===== config.mk =====
export PLATFORM = sky130hd
export DESIGN_NAME = ysyx_24100005_register_file
export DESIGN_NICKNAME = d
export VERILOG_FILES = /design/src/rtl/ysyx_24100005_register_file.sv
export SDC_FILE = /design/constraint.sdc
export NUM_CORES = 2
export LEC_CHECK = 0
export BUFFER_PORTS_ARGS = -buffer_cell sky130_fd_sc_hd__buf_2
export CORE_MARGIN = 1.5
export CORE_UTILIZATION = 64
export CTS_CLUSTER_SIZE = 12
export DETAILED_ROUTE_END_ITERATION = 10
export GPL_TIMING_DRIVEN = 0
export PLACE_DENSITY_LB_ADDON = 0.05
export SLEW_MARGIN = 20
export SYNTH_ARGS = -nofsm -noshare
export SYNTH_HDL_FRONTEND = slang
export SYNTH_SLANG_ARGS = --single-unit
export TNS_END_PERCENT = 100

===== constraint.sdc =====
create_clock -name clk -period 2.7 [get_ports clk]
set_clock_uncertainty 0.2 [all_clocks]
set_input_delay 0.405 -clock clk [delete_from_list [all_inputs] [get_ports clk]]
set_output_delay 0.405 -clock clk [all_outputs]
set_load 0.1 [all_outputs]

===== src/rtl/ysyx_24100005_register_file.sv =====
// ysyx_24100005_register_file
// Register file with two combinational read ports and one synchronous write
// port. Entry 0 is hardwired to zero. The active-low reset clears every entry
// immediately, without waiting for a clock edge.
//
// Optional feature: define YSYX_24100005_RF_BYPASS_EN to forward the write data
// to a read port that addresses the entry being written in the same cycle. The
// stored state behaves the same way whether or not the macro is defined.

module ysyx_24100005_register_file #(
    parameter int ADDR_WIDTH = 5,
    parameter int DATA_WIDTH = 32
) (
    input  logic                  clk,
    input  logic                  rst,
    input  logic                  wen,
    input  logic [ADDR_WIDTH-1:0] waddr,
    input  logic [DATA_WIDTH-1:0] wdata,
    input  logic [ADDR_WIDTH-1:0] raddr,
    output logic [DATA_WIDTH-1:0] rdata,
    input  logic [ADDR_WIDTH-1:0] raddr2,
    output logic [DATA_WIDTH-1:0] rdata2
);

    localparam int NUM_REGS = 1 << ADDR_WIDTH;

    logic [DATA_WIDTH-1:0] regs_q [NUM_REGS];
    logic [DATA_WIDTH-1:0] regs_d [NUM_REGS];

    // Next-state contents: hold everything, apply at most one write, and keep entry 0 at zero
    always_comb begin
        for (int i = 0; i < NUM_REGS; i++) begin
            regs_d[i] = regs_q[i];
        end
        if (wen && (waddr != '0)) begin
            regs_d[waddr] = wdata;
        end
        regs_d[0] = '0;
    end

    // Storage: cleared the moment reset goes low; a clock edge during reset has no effect
    always_ff @(posedge clk or negedge rst) begin
        if (!rst) begin
            regs_q <= '{default: '0};
        end else begin
            regs_q <= regs_d;
        end
    end

    // Read ports: combinational, independent, with index 0 always reading zero
    always_comb begin
        rdata  = (raddr  == '0) ? '0 : regs_q[raddr];
        rdata2 = (raddr2 == '0) ? '0 : regs_q[raddr2];
`ifdef YSYX_24100005_RF_BYPASS_EN
        if (wen && rst && (waddr != '0)) begin
            if (raddr == waddr) begin
                rdata = wdata;
            end
            if (raddr2 == waddr) begin
                rdata2 = wdata;
            end
        end
`endif
    end

endmodule


### After elaboration in Yosys (flattened, before gate mapping)

Cells that the tools add are included.

| storage, ports and cells | value |
|---|---|
| register bits after elaboration | 992 |
| latch bits | 0 |
| RAM bits | 0 |
| memory bits (read-only) | 0 |
| bits of input ports | 50 |
| memories kept | 0 |

| operators by class | value |
|---|---|
| $add $sub $neg | 0 |
| multipliers | 0 |
| div/mod/pow operators | 0 |
| order comparisons | 4 |
| equal/unequal tests | 0 |
| shift-type cells | 0 |
| mux-type cells | 11 |
| bitwise operators | 3 |
| reductions and logical operators | 5 |

Operators by type and width:

| operator | count |
|---|---|
| 1024-bit bitwise mux | 1 |
| 32-bit binary-select mux with 5-bit select | 2 |
| 32-bit two-way mux | 7 |
| 32-bit demux with 5-bit select | 1 |
| 6-bit greater-or-equal comparator (second input constant) | 3 |
| 5-bit inverter with 6-bit output | 3 |
| 5-bit zero test | 2 |
| 6-bit by 1-bit < comparator with 1-bit output (second input constant) | 1 |
| 5-bit nonzero test | 1 |
| 1-bit logical AND | 2 |

### Longest topological paths before layout

| depth | value |
|---|---|
| word-level depth | 6 |
| mapped depth | 9 |

### Worst setup path after synthesis

Ideal clock, no wire load.

| timing path | value |
|---|---|
| path type | input to output |
| start point | in raddr[0] |
| end point | out rdata[11] |
| arrival time | 3.627 ns |
| setup slack | -1.532 ns |
| stages | 8 |
| path buffers | 4 |
| cell sequence | buf_4 buf_4 buf_2 clkbuf_1 nor2_1 a21oi_1 a21oi_1 o21ai_0 |

| on the way | value |
|---|---|
| cells in the longest elaborated chain, start to end | 5 |
| elaborated cells between the ends (all ways) | 6 |
| classes of those cells | mux: 4; bitwise: 1; reduce/logical: 1 |

Ends and longest elaborated chain:

| what | line | RTL |
|---|---|---|
| from (decl) | 19 | `input logic [ADDR_WIDTH-1:0] raddr,` |
| 5-bit inverter with 6-bit output (not written as such) | 52 | `rdata = (raddr == '0) ? '0 : regs_q[raddr];` |
| 32-bit binary-select mux with 5-bit select | 52 |  |
| 32-bit two-way mux (not written as such) (2 in series) | 52 |  |
| 32-bit two-way mux * | 52 |  |
| to (decl) | 20 | `output logic [DATA_WIDTH-1:0] rdata,` |

Every way passes the cells marked *; elsewhere a longest branch is shown, timed or not. The select of a mux whose other input is x is not followed.

### Worst setup path after layout

| timing path | value |
|---|---|
| start point | reg regs_q[331] (netlist bit) |
| end point | out rdata2[11] |

| on the way | value |
|---|---|
| cells in the longest elaborated chain, start to end | 4 |

Ends and longest elaborated chain:

| what | line | RTL |
|---|---|---|
| from (decl) | 27 | `logic [DATA_WIDTH-1:0] regs_q [NUM_REGS];` |
| from (signal assigned) | 46 | `regs_q <= regs_d;` |
| 32-bit binary-select mux with 5-bit select | 53 | `rdata2 = (raddr2 == '0) ? '0 : regs_q[raddr2];` |
| 32-bit two-way mux (not written as such) (2 in series) | 53 |  |
| 32-bit two-way mux | 53 |  |
| to (decl) | 22 | `output logic [DATA_WIDTH-1:0] rdata2` |

No other way between the ends. The select of a mux whose other input is x is not followed.

==> summary.md <==
| Metric | Value |
|---|---|
| Worst-path clk slew | roughly 0.06 ns |
| Least-Margin Pin Slew | ~1.1 ns |
| Critical Path Fanout Max | 2 |
| CP arrival | around 2.7 ns |
| Num Clock Sinks | 992 |
| Max FFs per register | 992 |
| EDFF count, synth | 0 |
| Worst r2r src | regs_q[775]$_DFFE_PN0P_ |
| Clock Latency Late Sink | between 0.6 and 0.7 ns |
| Slew Limit Fails | 0 |
| Die Y | slightly below 300 um |
| CTS tree | done |
| P_leak | roughly 28 nW |
| Final WS setup | -0.628 ns |
| Register area share after synthesis | 0.463 |
| Post-synthesis cell area | around 54000 um^2 |
| Starting DRT DRC Count | approximately 5000 |
| Total CTS buffers | roughly 110 |
| Worst setup path category | reg -> out |
| Max Cap Viol | 0 |
| Type of the worst min-delay path | in -> async |
| Final setup fails | between 60 and 70 |
| Vias per inst | 7.41 |
| Area Overhead vs Synth | 21.0% |
| RSZ-0062 raised after global routing | true |
| Share of cells above drive strength 1 | 0.567 |
| Minimum clock period | around 3.3 ns |
| Crit path launch type | register |
| DRC | 0 |
| DR pass1 iterations | 7 |
| Final ANT Viol Nets | 0 |
| GRT Total Usage | 0.477 |
| First-pass GRT wire length | between 200000 and 300000 um |
| Largest registers | regs_q (992) |
| DIE AREA | 85500 um^2 |
| Syn nets | approximately 3800 |
| Synth top cells by count | 1064 x mux2_2, 992 x dfrtp_1, 389 x mux4_2 |
| # hold bufs at CTS | 32 |
| # nets final | roughly 4200 |
| Max-slew headroom | 0.248 |
| # H-tree levels | 3 |
| Wire per inst | around 38 um |
| Final std cells w/o fill | between 5000 and 6000 |
| Power after layout | about 49 mW |
| HPWL Detailed | around 150000 um |
| Hold_ws | -0.519 ns |
| Placeable Area | approximately 83000 um^2 |
| PortBufs | about 110 |
| Outcome | finished with violations |
| Fmax achieved | between 0.3 and 0.4 GHz |
| Async SR Flop Fraction | 1.00 |
| Synth unique cells | 47 |
| Synth Flop Type | dfrtp_1 |
| Avg Inst Size Synth | 14.2 um^2 |
| Start point of the critical path | regs_q[331]$_DFFE_PN0P_ |
| Tcrit/Tclk final | 1.23 |
| Peak VDD IR | 0.000744 V |
| Largest reg by FF count | regs_q |
| Clock Root Buffer | clkbuf_16 |
| TNS Setup | -26.23 ns |
| Worst-case clock buffer depth | 3 |
| Placed cell count | 4945 |
| P per Cell Area | approximately 760 nW/um^2 |
| Largest net degree at the start of global routing | approximately 150 |
| Initial Util | 0.649 |
| Filler cell count | 4695 |
| Most common cell in the netlist | mux2_2 |
| YS warnings | 0 |
| Dominant cell type by area after synthesis | dfrtp_1 |
| Top-area cell type share of the netlist area | 0.463 |
| Vias in the first global route | slightly above 40000 |
| Failing checks | hold timing, setup timing |
| GRT overflow | 0 |
| Row cnt | around 110 |
| #FFs+latches synth | between 900 and 1000 |
| Initial antenna violation count | 9 |
| GPL Wtd Cong | roughly 1.1 |
| Vias | ~40000 |
| Final WL | about 200000 um |
| I/O pins | roughly 110 |
| Synth top area cells | dfrtp_1 46%, mux2_2 22%, mux4_2 16% |
| CP required | ~2.1 ns |
| Cells after synthesis | about 3800 |
| Final hold violations | roughly 120 |
| CP endpoint kind | primary output |
| Die X | just under 300 um |
==> routing by layer <==
layer	up-vias	part of all wire	global-route usage
li1	15200	-	-
met1	20800	0.36	0.632
met2	2926	0.43	0.664
met3	675	0.15	0.216
met4	10	0.057	0.241
met5	-	0.00047	0.00397
==> final cells by class <==
cell class                      count  area (um^2)  area share
Buffer                            394         2840      0.0437
Clock buffer                      159         3090      0.0477
Tap cell                         1070         1340      0.0206
Timing Repair Buffer              317         3470      0.0535
Multi-Input combinational cell   2369        28900       0.445
Inverter                            5         21.3    0.000328
Antenna cell                        6         15.0    0.000232
Sequential cell                   992        24800       0.383
Clock inverter                     31          377     0.00581
==> worst paths after layout <==
path | slack, ns | endpoint | cells after the start
max in group asynchronous | 0.49 | regs_q[81]$_DFFE_PN0P_ | 4
worst min-delay path | -0.52 | regs_q[839]$_DFFE_PN0P_ | 1
worst max-delay path | -0.63 | rdata2[11] | 5
worst max register to register | 1.46 | regs_q[775]$_DFFE_PN0P_ | 3
worst min register to register | 0.32 | regs_q[167]$_DFFE_PN0P_ | 1
min in group clk | 0.30 | regs_q[576]$_DFFE_PN0P_ | 4
==> kinds of logic (layout without fill, tap and decap cells) <==
kind of cell	after synthesis	count (layout)	share of synthesized area
other	0	6	0
and+or+nand+nor	412	412	0.0348
AOI/OAI and AO/OA	315	315	0.0399
muxes	1642	1642	0.426
buffers and inverters	402	906	0.0362
DFF	992	992	0.463
==> layout by cell type, fill, tap and decap left out, types with 16 or more instances in the layout <==
cell | netlist | routed
clkbuf_1 | 176 | 140
dlygate4sd3_1 | 0 | 32
buf_6 | 7 | 66
a221oi_1 | 53 | 35
buf_16 | 0 | 19
buf_2 | 100 | 97
nand3_1 | 40 | 37
nor3_2 | 0 | 18
buf_4 | 44 | 176
a21oi_1 | 108 | 65
mux4_2 | 389 | 393
nor2b_1 | 57 | 29
mux2i_4 | 0 | 28
clkbuf_8 | 0 | 33
clkbuf_4 | 0 | 17
buf_12 | 4 | 75
buf_1 | 64 | 45
dfrtp_1 | 992 | 991
clkinv_2 | 0 | 19
a221oi_2 | 1 | 18
buf_8 | 2 | 16
o32a_1 | 18 | 18
a21oi_4 | 0 | 20
mux2_2 | 1064 | 1054
mux2i_1 | 177 | 143
o21ai_4 | 0 | 32
a21oi_2 | 1 | 24
nand2_2 | 1 | 40
clkbuf_16 | 0 | 110
o211ai_1 | 44 | 44
nor2_1 | 61 | 57
clkbuf_2 | 0 | 42
nand2_1 | 194 | 154
==> where the power goes <==
group	switching (mW)	total, mW	internal, mW
combinational	7.37	14.4	7.03
sequential	2.38	20.2	17.8
clock	6.31	14.7	8.39
total	16.1	49.3	33.2
==> critical path, stage by stage, from the launching register on <==
cell	delay, ns
dfrtp_1	0.40
mux4_2	0.51
mux2i_4	0.34
o32a_1	0.35
o221ai_4	0.20
buf_12	0.22
==> stage by stage <==
| stage | setup WS, ns | instance area (um^2) | utilization |
|---|---|---|---|
| global placement | -19.00 | 56100 | 0.680 |
| global route | -0.592 | 64800 | 0.786 |
| floorplan | -0.707 | 54300 | - |
| CTS | -0.517 | 63800 | 0.773 |
| detailed placement | -1.78 | 56300 | 0.683 |
| finish | -0.628 | 64800 | 0.786 |
==> timing repair <==
action                                  in CTS  in global routing
buffers inserted                           120                 58
endpoints found under the hold margin      140                108
endpoints found under the setup margin      64                 64
gates resized for setup                    717                125
pin swaps                                   85                 71
cloned                                       0                  3
No activity file was read; power rests on OpenSTA's default activity.
